## src/rtl/tow_key_conditioner.sv

```systemverilog
// tow_key_conditioner: synchronises, debounces and edge-detects one active-low
// player KEY, producing a single-cycle press pulse, a debounced held level and
// a wrapping 8-bit press counter.
// Optional build macro: TOW_AUTO_REPEAT_EN adds auto-repeat pulses while held.
module tow_key_conditioner #(
  parameter int unsigned DEBOUNCE_CYCLES = 8,
  parameter int unsigned REPEAT_DELAY    = 64,
  parameter int unsigned REPEAT_PERIOD   = 16
) (
  input  logic       clk,
  input  logic       rst,
  input  logic       key_n,
  input  logic       enable,
  input  logic       clr_count,
  output logic       press,
  output logic       held,
  output logic [7:0] press_count
);

  localparam int unsigned CNT_W = $clog2(DEBOUNCE_CYCLES + 1);
  localparam logic [CNT_W-1:0] CNT_LAST = CNT_W'(DEBOUNCE_CYCLES - 1);

  typedef enum logic [1:0] {
    IDLE         = 2'd0,
    PRESS_WAIT   = 2'd1,
    HELD         = 2'd2,
    RELEASE_WAIT = 2'd3
  } state_e;

  state_e           state_q, state_d;
  logic [CNT_W-1:0] cnt_q, cnt_d;
  logic [1:0]       sync_q, sync_d;
  logic             press_q, press_d;
  logic             held_q, held_d;
  logic [7:0]       count_q, count_d;
  logic             key_s;

  assign key_s = sync_q[1];

`ifdef TOW_AUTO_REPEAT_EN
  localparam int unsigned RPT_MAX = (REPEAT_DELAY > REPEAT_PERIOD) ? REPEAT_DELAY : REPEAT_PERIOD;
  localparam int unsigned RPT_W   = $clog2(RPT_MAX + 1);

  logic [RPT_W-1:0] rpt_q, rpt_d;
  logic             rpt_armed_q, rpt_armed_d;
  logic [RPT_W-1:0] rpt_next;
  logic [RPT_W-1:0] rpt_target;
  logic             rpt_hit;
`else
  logic unused_rpt_params;
  assign unused_rpt_params = ^{REPEAT_DELAY, REPEAT_PERIOD};
`endif

  // Next-state, debounce counter, pulse generation and press counter
  always_comb begin
    state_d = state_q;
    cnt_d   = cnt_q;
    press_d = 1'b0;
    sync_d  = {sync_q[0], key_n};
`ifdef TOW_AUTO_REPEAT_EN
    rpt_d       = rpt_q;
    rpt_armed_d = rpt_armed_q;
    rpt_next    = rpt_q + RPT_W'(1);
    rpt_target  = rpt_armed_q ? RPT_W'(REPEAT_PERIOD) : RPT_W'(REPEAT_DELAY);
    rpt_hit     = 1'b0;
`endif

    case (state_q)
      IDLE: begin
        if (!key_s) begin
          state_d = PRESS_WAIT;
          cnt_d   = '0;
        end
      end
      PRESS_WAIT: begin
        if (key_s) begin
          state_d = IDLE;
          cnt_d   = '0;
        end else if (cnt_q == CNT_LAST) begin
          state_d = HELD;
          cnt_d   = '0;
          press_d = enable;
        end else begin
          cnt_d = cnt_q + CNT_W'(1);
        end
      end
      HELD: begin
        if (key_s) begin
          state_d = RELEASE_WAIT;
          cnt_d   = '0;
        end
      end
      RELEASE_WAIT: begin
        if (!key_s) begin
          state_d = HELD;
          cnt_d   = '0;
        end else if (cnt_q == CNT_LAST) begin
          state_d = IDLE;
          cnt_d   = '0;
        end else begin
          cnt_d = cnt_q + CNT_W'(1);
        end
      end
      default: begin
        state_d = IDLE;
        cnt_d   = '0;
      end
    endcase

`ifdef TOW_AUTO_REPEAT_EN
    // Repeat timer runs only in HELD, so it naturally freezes in RELEASE_WAIT
    if (state_q == HELD) begin
      rpt_hit = (rpt_next == rpt_target);
      if (rpt_hit) begin
        rpt_d       = '0;
        rpt_armed_d = 1'b1;
        press_d     = enable & ~press_q;
      end else begin
        rpt_d = rpt_next;
      end
    end
    if ((state_d == IDLE) || (state_q == PRESS_WAIT && state_d == HELD)) begin
      rpt_d       = '0;
      rpt_armed_d = 1'b0;
    end
`endif

    held_d = (state_d == HELD) || (state_d == RELEASE_WAIT);

    if (clr_count) begin
      count_d = 8'd0;
    end else if (press_q) begin
      count_d = count_q + 8'd1;
    end else begin
      count_d = count_q;
    end
  end

  // State and output registers
  always_ff @(posedge clk or negedge rst) begin
    if (!rst) begin
      state_q <= IDLE;
      cnt_q   <= '0;
      sync_q  <= 2'b11;
      press_q <= 1'b0;
      held_q  <= 1'b0;
      count_q <= 8'd0;
    end else begin
      state_q <= state_d;
      cnt_q   <= cnt_d;
      sync_q  <= sync_d;
      press_q <= press_d;
      held_q  <= held_d;
      count_q <= count_d;
    end
  end

`ifdef TOW_AUTO_REPEAT_EN
  // Auto-repeat timer registers
  always_ff @(posedge clk or negedge rst) begin
    if (!rst) begin
      rpt_q       <= '0;
      rpt_armed_q <= 1'b0;
    end else begin
      rpt_q       <= rpt_d;
      rpt_armed_q <= rpt_armed_d;
    end
  end
`endif

  assign press       = press_q;
  assign held        = held_q;
  assign press_count = count_q;

endmodule
```

## config.mk

```make
export PLATFORM = sky130hd
export DESIGN_NAME = tow_key_conditioner
export DESIGN_NICKNAME = d
export VERILOG_FILES = /design/src/rtl/tow_key_conditioner.sv
export SDC_FILE = /design/constraint.sdc
export NUM_CORES = 1
export LEC_CHECK = 0
export CAP_MARGIN = 5
export CORE_UTILIZATION = 30
export CTS_CLUSTER_DIAMETER = 60
export DETAILED_ROUTE_END_ITERATION = 10
export PLACE_DENSITY_LB_ADDON = 0.3
export SLEW_MARGIN = 20
export SYNTH_ARGS = -nofsm -noshare
export SYNTH_HDL_FRONTEND = slang
export SYNTH_SLANG_ARGS = --single-unit
export TNS_END_PERCENT = 50
```

## constraint.sdc

```tcl
create_clock -name clk -period 1.35 [get_ports clk]
set_clock_uncertainty 0.1 [all_clocks]
set_input_delay 0.2025 -clock clk [delete_from_list [all_inputs] [get_ports clk]]
set_output_delay 0.2025 -clock clk [all_outputs]
set_load 0.01 [all_outputs]
```

# Yosys cells after proc, flatten, opt, wreduce, memory -nomap -nowiden
# Cells that the tools add are included.
[word_totals] reg_bits=18 out_inout_bits=10
[classes] addsub=2 mux=18 eq_ne=8 n_reduce_logical=4
[op_table] operator="$mux W4" count=5
[op_table] operator="$mux W8" count=2
[op_table] operator="$pmux W4 S4" count=1
[op_table] operator="$mux W2" count=6
[op_table] operator="$add A8 B1 Y8 const B" count=1
[op_table] operator="$eq A2 B2 Y1 const B" count=4
[op_table] operator="$pmux W2 S4" count=1
[op_table] operator="$add A4 B1 Y4 const B" count=1
[op_table] operator="$eq A4 B3 Y1 const B" count=1
[op_table] operator="$ne A2 B2 Y1 const B" count=2
[op_table] operator="$mux W1" count=3
[op_table] operator="$eq A2 B1 Y1 const B" count=1
[op_table] operator="$logic_not A2 Y1" count=1
[op_table] operator="$reduce_and A2 Y1" count=1
[op_table] operator="$reduce_bool A2 Y1" count=1
[op_table] operator="$logic_or A1 B1 Y1" count=1

# Depth between registers and ports, before layout
# Gate-level depths: netlist (run 1).
[depth] ltp_word=6 depth_mapped=4 mapped_depth_nobuf=4

# Least setup slack after synthesis (run 1)
# Ideal clock, no wire load.
[synth_path] path_type="flip-flop to flip-flop" start="register count_q[0] (netlist: press_count[0])" end="register count_q[6] (netlist: press_count[6])" path_stages_with_launch=5 arrival_time_ps=1184 path_buffers=0 slack_ps=-11 required_ps=1173 path_cell_list="dfrtp_1 ha_1 nand3_1 or3_1 a21oi_1"
[synth_between] elab_chain_cells=3
[synth_rtl] item="from (decl)" line_no="35" source="logic [7:0] count_q, count_d;"
[synth_rtl] item="from (signal assigned)" line_no="154" source="count_q <= count_d;"
[synth_rtl] item="$add A8 B1 Y8" line_no="133" source="count_d = count_q + 8'd1;"
[synth_rtl] item="$mux W8" line_no="132" source="end else if (press_q) begin"
[synth_rtl] item="$mux W8" line_no="130" source="if (clr_count) begin"
# Every way passes these cells. The select of a mux whose other input is x is not followed.
# A chain may end at the register's enable or synchronous reset.

# Final worst setup path (run 1)
# Same ends and word-level chain as after synthesis.

==> results of run 1 <==
synth_stat cells:
cell type	instances	area (µm²)
buf_6	1	11.3
dfstp_2	2	52.6
a21oi_1	4	20.0
nor4b_1	1	8.76
o22ai_1	1	6.26
nand4b_1	1	8.76
nand3b_1	2	15.0
nand3_1	5	25.0
buf_2	1	5.00
o21ai_0	5	25.0
xnor2_1	2	17.5
or3_1	3	18.8
nor2_1	7	26.3
o21ai_1	3	15.0
nand2_1	8	30.0
ha_1	2	25.0
nand4_1	2	12.5
buf_4	1	7.51
dfrtp_1	16	400
mux2i_1	2	20.0
xor2_1	5	43.8
o2111ai_4	1	26.3
per-layer routing:
metal	part of all wire, %	vias up	routed length, µm	GRT usage [%]
met3	4.2	2	65	5.00
met4	0.77	0	12	5.13
met5	0	-	0	0
met2	51	12	802	26.2
met1	44	322	680	13.3
li1	-	335	-	-
cell type report:
type	count	area, µm²
repair buffers	33	275
fillers	256	1360
multi-input cells	54	360
well taps	30	37.5
clock buffers	4	36.3
flip-flops and latches	18	455
stage by stage:
stage                     cells  area [µm²]  TNS, ps
after detailed placement    126        1050     -568
after global routing        139        1160     -400
after floorplan              75         822        0
after global placement      126        1050     -504
after CTS                   139        1150    -89.9
final                       139        1160    -29.9
worst reg2reg max path, delay by kind of cell (launching register included):
family / cells / cell delay (ps)
AOI/OAI and AO/OA: 1 / 130
buffers and inverters: 1 / 110
DFF: 1 / 380
adders and majority gates: 1 / 170
and+or+nand+nor: 2 / 420
worst max path at each step:
stage	cells after the start	slack [ps]	endpoint
6_report	5	-20	press_count[6]
5_1_grt	5	-80	press_count[6]
4_1_cts	5	-50	press_count[6]
3_5_place_dp	4	-230	press_count[7]
3_3_place_gp	4	-200	press_count[5]
2_1_floorplan	4	8	press_count[6]
cell families (layout without fill, tap and decap cells):
| group | after synthesis | in the layout | synth area share [%] |
|---|---|---|---|
| buffers and inverters | 3 | 37 | 2.90 |
| xor gates and xnor gates | 7 | 7 | 7.47 |
| AOI/OAI and AO/OA | 14 | 14 | 11.3 |
| adders and majority gates | 2 | 2 | 3.05 |
| and+or+nand+nor | 29 | 29 | 17.7 |
| muxes | 2 | 2 | 2.44 |
| DFF | 18 | 18 | 55.2 |
layout by cell type, fill, tap and decap left out, types with 2 or more instances in the layout:
cell             Yosys  final
nand4_1              2      2
a21oi_1              4      2
dfrtp_2              0      2
mux2i_1              2      2
xnor2_1              2      2
xor2_1               5      5
nand3_1              5      5
clkdlybuf4s50_1      0      4
dfrtp_1             16     14
nand2_1              8      8
a21oi_2              0      2
o21ai_0              5      5
clkbuf_4             0      3
nand3b_1             2      2
nor2_1               7      7
dfstp_2              2      2
o21ai_1              3      3
dlygate4sd2_1        0      9
or3_1                3      3
buf_4                1     18
state kept, by name, indices dropped and copies added (netlist names):
name / count
press_count: 8
cnt_q: 4
state_q: 2
sync_q: 2
held: 1
press: 1
power by group through the flow:
| stage | Sequential [mW] | Clock (mW) | Combinational (mW) |
|---|---|---|---|
| after CTS | 0.560 | 0.348 | 0.0609 |
| after detailed placement | 0.570 | 0 | 0.0603 |
| after floorplan | 0.568 | 0 | 0.0273 |
| after global placement | 0.570 | 0 | 0.0597 |
| final | 0.560 | 0.330 | 0.0601 |
| after global routing | 0.562 | 0.380 | 0.0685 |
repair_timing:
action	in CTS	in global routing
pin swaps	4	5
resized for setup	13	4
buffers inserted	9	0
endpoints found under the setup margin	12	10
==> results by group, run 1 <==
Status
  – Status: finished with violations
  – Failing checks: setup timing

Timing
  – Final Max Tran Viols: 0
  – RSZ-0062 raised after global routing: yes
  – Fmax: 730 MHz
  – Fin. Hold Viols: 0
  – Relative slew slack: 74.4%
  – Hold slack final: between 100 and 150 ps
  – Final setup vio count: 2
  – Worst Slack Setup Final: -20.0 ps
  – Least-Margin Pin Slew: about 380 ps
  – Crit share post-route: 101%
  – Crit path time final: between 1000 and 1500 ps

Setup path
  – Crit path max-delay family: simple AND/OR/NAND/NOR gates
  – Critical Path AT: 1500 ps
  – Worst reg-to-reg path cell count: 5
  – Critical R2R Launch: press_count[0]
  – CP max stage cell: dfrtp_2
  – Crit path kind: reg2reg
  – Crit path launch type: register
  – Setup crit end kind: register
  – Crit-path max FO: 3
  – Reg2Reg Capture Point: press_count[6]
  – CP Buf/Inv Count: 1
  – Max incr delay on CP: 380 ps
  – CP required: 1480 ps
  – Worst Setup SP: press_count[0]
  – Crit path cell chain: buf_6, ha_2, nand3_1, or3_1, a21oi_2
  – R2R Setup Slk: -20 ps

Synthesis
  – Cell area after synthesis: 821 µm²
  – Synth Instances: 75
  – Number of synthesized register bits: 18
  – Synth warnings: 0
  – Post-synthesis sequential area ratio: a little under three fifths
  – Distinct cells, synth: 22
  – Total nets after synthesis: ~80
  – Synth Area per Inst: 10.9 µm²

Cells and area
  – Diode count: 0
  – Post-layout util: 46.2%
  – Layout overhead on the synthesized area: 41.9%
  – Layout cells sized above 1: 29.4%
  – Final net count: 117

Power
  – Sw Ratio: 21.7%
  – Worst IR Drop VDD: 0.596 mV
  – Cell area power density: around 800 mW/mm²
  – Pwr Total: 0.951 mW
  – Leakage: 0.552 nW
  – Internal Power: approximately 0.74 mW
  – Combinational share of power: 6.3%
  – Part of the power in registers: 58.9%
  – Clk pwr share: between 30% and 40%
  – Sw Pwr: 0.207 mW

Global routing
  – Largest net degree at the start of global routing: 19
  – First-pass GRT wire length: 2.82 mm
  – Global-route usage over all layers: 13.8%
  – Initial antenna violation count: 0
  – Vias in the first global route: approximately 670
  – Total grt overflow: 0

CTS
  – Clock transition at path regs: 110 ps
  – Worst-skew pair later-pin latency: 290 ps
  – CTS tree: built
  – Clock sink count: 18
  – TritonCTS buffer count: 3
  – Maximum clock insertion buffer count: 2
  – H-tree depth: 1
  – Root Buffer Master: clkbuf_4
  – Count of hold-fix buffers inserted at cts: 0

Placement
  – GPL Wtd Cong: 0.716
  – Number of port buffers: 14
  – DP HPWL: 1.12 mm
  – Pre-CTS WS: -225 ps

Floorplan
  – Total core area: 0.00252 mm²
  – Die area: 0.00295 mm²
  – Die extent in y: 54.3 µm
  – Die W: approximately 54 µm
  – Site Rows: 18
  – Top-Level Pins: 15
  – Initial core utilization: 32.5%

Route
  – Detailed-route DRC error count: 0
  – Pre-antenna DRT Iters: 4
  – First DRT Iteration DRCs: 7
  – Via count: 671
  – WL final: 1.56 mm
  – Via-to-Cell Ratio: 4.83
  – Final ANT Viol Nets: 0
  – Wirelength per Cell: 11.2 µm

Job
  – Max-cap violations: 0

Worst hold path
  – Hold WC Path Type: in2async
Power figures use the tool's default switching activity.
==> run 2, diff against run 1 <==
- CORE_MARGIN: unset -> 5
==> results by group, run 2 (synthesis gave the netlist of run 1 again) <==
Global routing
  – Initial antenna violation count: 0
  – Grt met2 use: between 15 and 20%
  – First-pass GRT wire length: 2.97 mm
  – Vias in the first global route: 687
  – Largest net degree at the start of global routing: 19
  – Total grt overflow: 0
  – Grt met1 use: 9.66%
  – Global-route usage over all layers: 9.19%
  – GRT met3 Usage: 2.52%
  – Most Crowded Layer GR: met2

Timing
  – Least-Margin Pin Slew: between 200 and 300 ps
  – Worst Slack Setup Final: -27.7 ps
  – Relative slew slack: between 80% and 90%
  – Crit share post-route: 102%
  – Crit path time final: 1380 ps
  – Final Max Tran Viols: 0
  – Final setup vio count: 4
  – Hold slack final: between 100 and 150 ps
  – Fin. Hold Viols: 0
  – RSZ-0062 raised after global routing: yes
  – Fmax: 726 MHz

Power
  – Internal Power: 0.698 mW
  – Cell area power density: 772 mW/mm²
  – Leakage: 0.540 nW
  – Combinational share of power: 7.3%
  – Sw Ratio: about 22%
  – Sw Pwr: 0.202 mW
  – Worst IR Drop VDD: 0.507 mV
  – Part of the power in registers: ~62%
  – Clk pwr share: 30.5%

Route
  – Via count: around 670
  – Detailed-route DRC error count: 0
  – Wirelength per Cell: 12.8 µm
  – Pre-antenna DRT Iters: 4
  – Via-to-Cell Ratio: between 4 and 5
  – First DRT Iteration DRCs: 6
  – Final ANT Viol Nets: 0
  – WL final: 1.77 mm

CTS
  – Worst-skew pair later-pin latency: ~290 ps
  – Clock sink count: 18
  – Clock transition at path regs: 100 ps
  – Count of hold-fix buffers inserted at cts: 0
  – H-tree depth: 1
  – TritonCTS buffer count: 3
  – Root Buffer Master: clkbuf_4
  – Maximum clock insertion buffer count: 2
  – CTS tree: built

Floorplan
  – Die W: 62.3 µm
  – Total core area: between 0.002 and 0.003 mm²
  – Die area: just under 0.004 mm²
  – Site Rows: 19
  – Initial core utilization: 30.6%
  – Top-Level Pins: 15
  – Die extent in y: 62.3 µm

Cells and area
  – Diode count: 0
  – Commonest non-fill, non-tap cell in the layout: dfrtp_1
  – Max reg flops: 8
  – Layout cells sized above 1: 29.9%
  – Commonest cells after routing, fill and taps aside: dfrtp_1, buf_4, dlygate4sd2_1, nand2_1, nor2_1
  – Final net count: ~120
  – Layout overhead on the synthesized area: 42.1%
  – Final std cell area, no fill: 0.00117 mm²
  – Post-layout util: between 40% and 50%

Placement
  – Pre-CTS WS: -255 ps
  – Number of port buffers: 14
  – DP HPWL: around 1.2 mm
  – Post-DP Area: 0.00106 mm²
  – GPL Wtd Cong: approximately 0.80

Job
  – Max-cap violations: 0

Setup path
  – Crit path kind: reg2reg
  – CP required: 1470 ps
  – Crit-path max FO: 4
  – Crit path launch type: register
  – Setup crit end kind: register
  – Critical Path AT: 1500 ps

Worst hold path
  – Hold WC Path Type: in2async

Status
  – Status: finished with violations
  – Failing checks: setup timing
==> run 2: area by class of cell <==
class / instances / area [µm²]
Clock buffer: 4 / 26.3
Multi-Input combinational cell: 54 / 379
Fill cell: 279 / 1520
Tap cell: 31 / 38.8
Sequential cell: 18 / 454
Timing Repair Buffer: 31 / 268
==> run 2: what timing repair did <==
action	4_1_cts	5_1_grt
pin swaps	5	1
gates resized for setup	15	8
buffers inserted	6	0
setup endpoints to repair	13	9
==> run 2: stage by stage <==
stage | total power, mW | cells | TNS (ps)
final | 0.900 | 138 | -80.4
after global routing | 0.943 | 138 | -369
after CTS | 0.914 | 138 | -54.9
after detailed placement | 0.634 | 128 | -606
after global placement | 0.632 | 128 | -506
after floorplan | 0.596 | 75 | 0
==> run 2: worst paths after layout <==
kind | start | endpoint | slack (ps) | depth (start not counted)
hold reg to reg | sync_q[0] | sync_q[1] | 260 | 0
min in group clk | key_n | sync_q[0] | 210 | 1
setup reg to reg | press_count[1] | press_count[5] | -30 | 5
max in group asynchronous | rst | sync_q[1] | 750 | 2
hold / removal | rst | cnt_q[2] | 140 | 2
setup / recovery | press_count[1] | press_count[5] | -30 | 5
==> run 2: per-layer routing <==
metal,vias to the layer above,share of wire (%)
li1,329,-
met1,330,42
met2,12,52
met3,2,4.9
met4,0,0.74
met5,-,0
==> run 2: power by group through the flow <==
stage / registers (mW) / clock network [mW] / logic [mW]
floorplan: 0.568 / 0 / 0.0273
global placement: 0.569 / 0 / 0.0631
detailed placement: 0.569 / 0 / 0.0645
CTS: 0.559 / 0.290 / 0.0649
global route: 0.562 / 0.307 / 0.0740
finish: 0.560 / 0.274 / 0.0659
==> run 2: worst max-delay path, cell delays in order (launching register included) <==
cell       delay [ps]
dfrtp_1           390
buf_6             120
buf_6              90
o2111ai_4         120
or3_1             380
a21oi_2           120
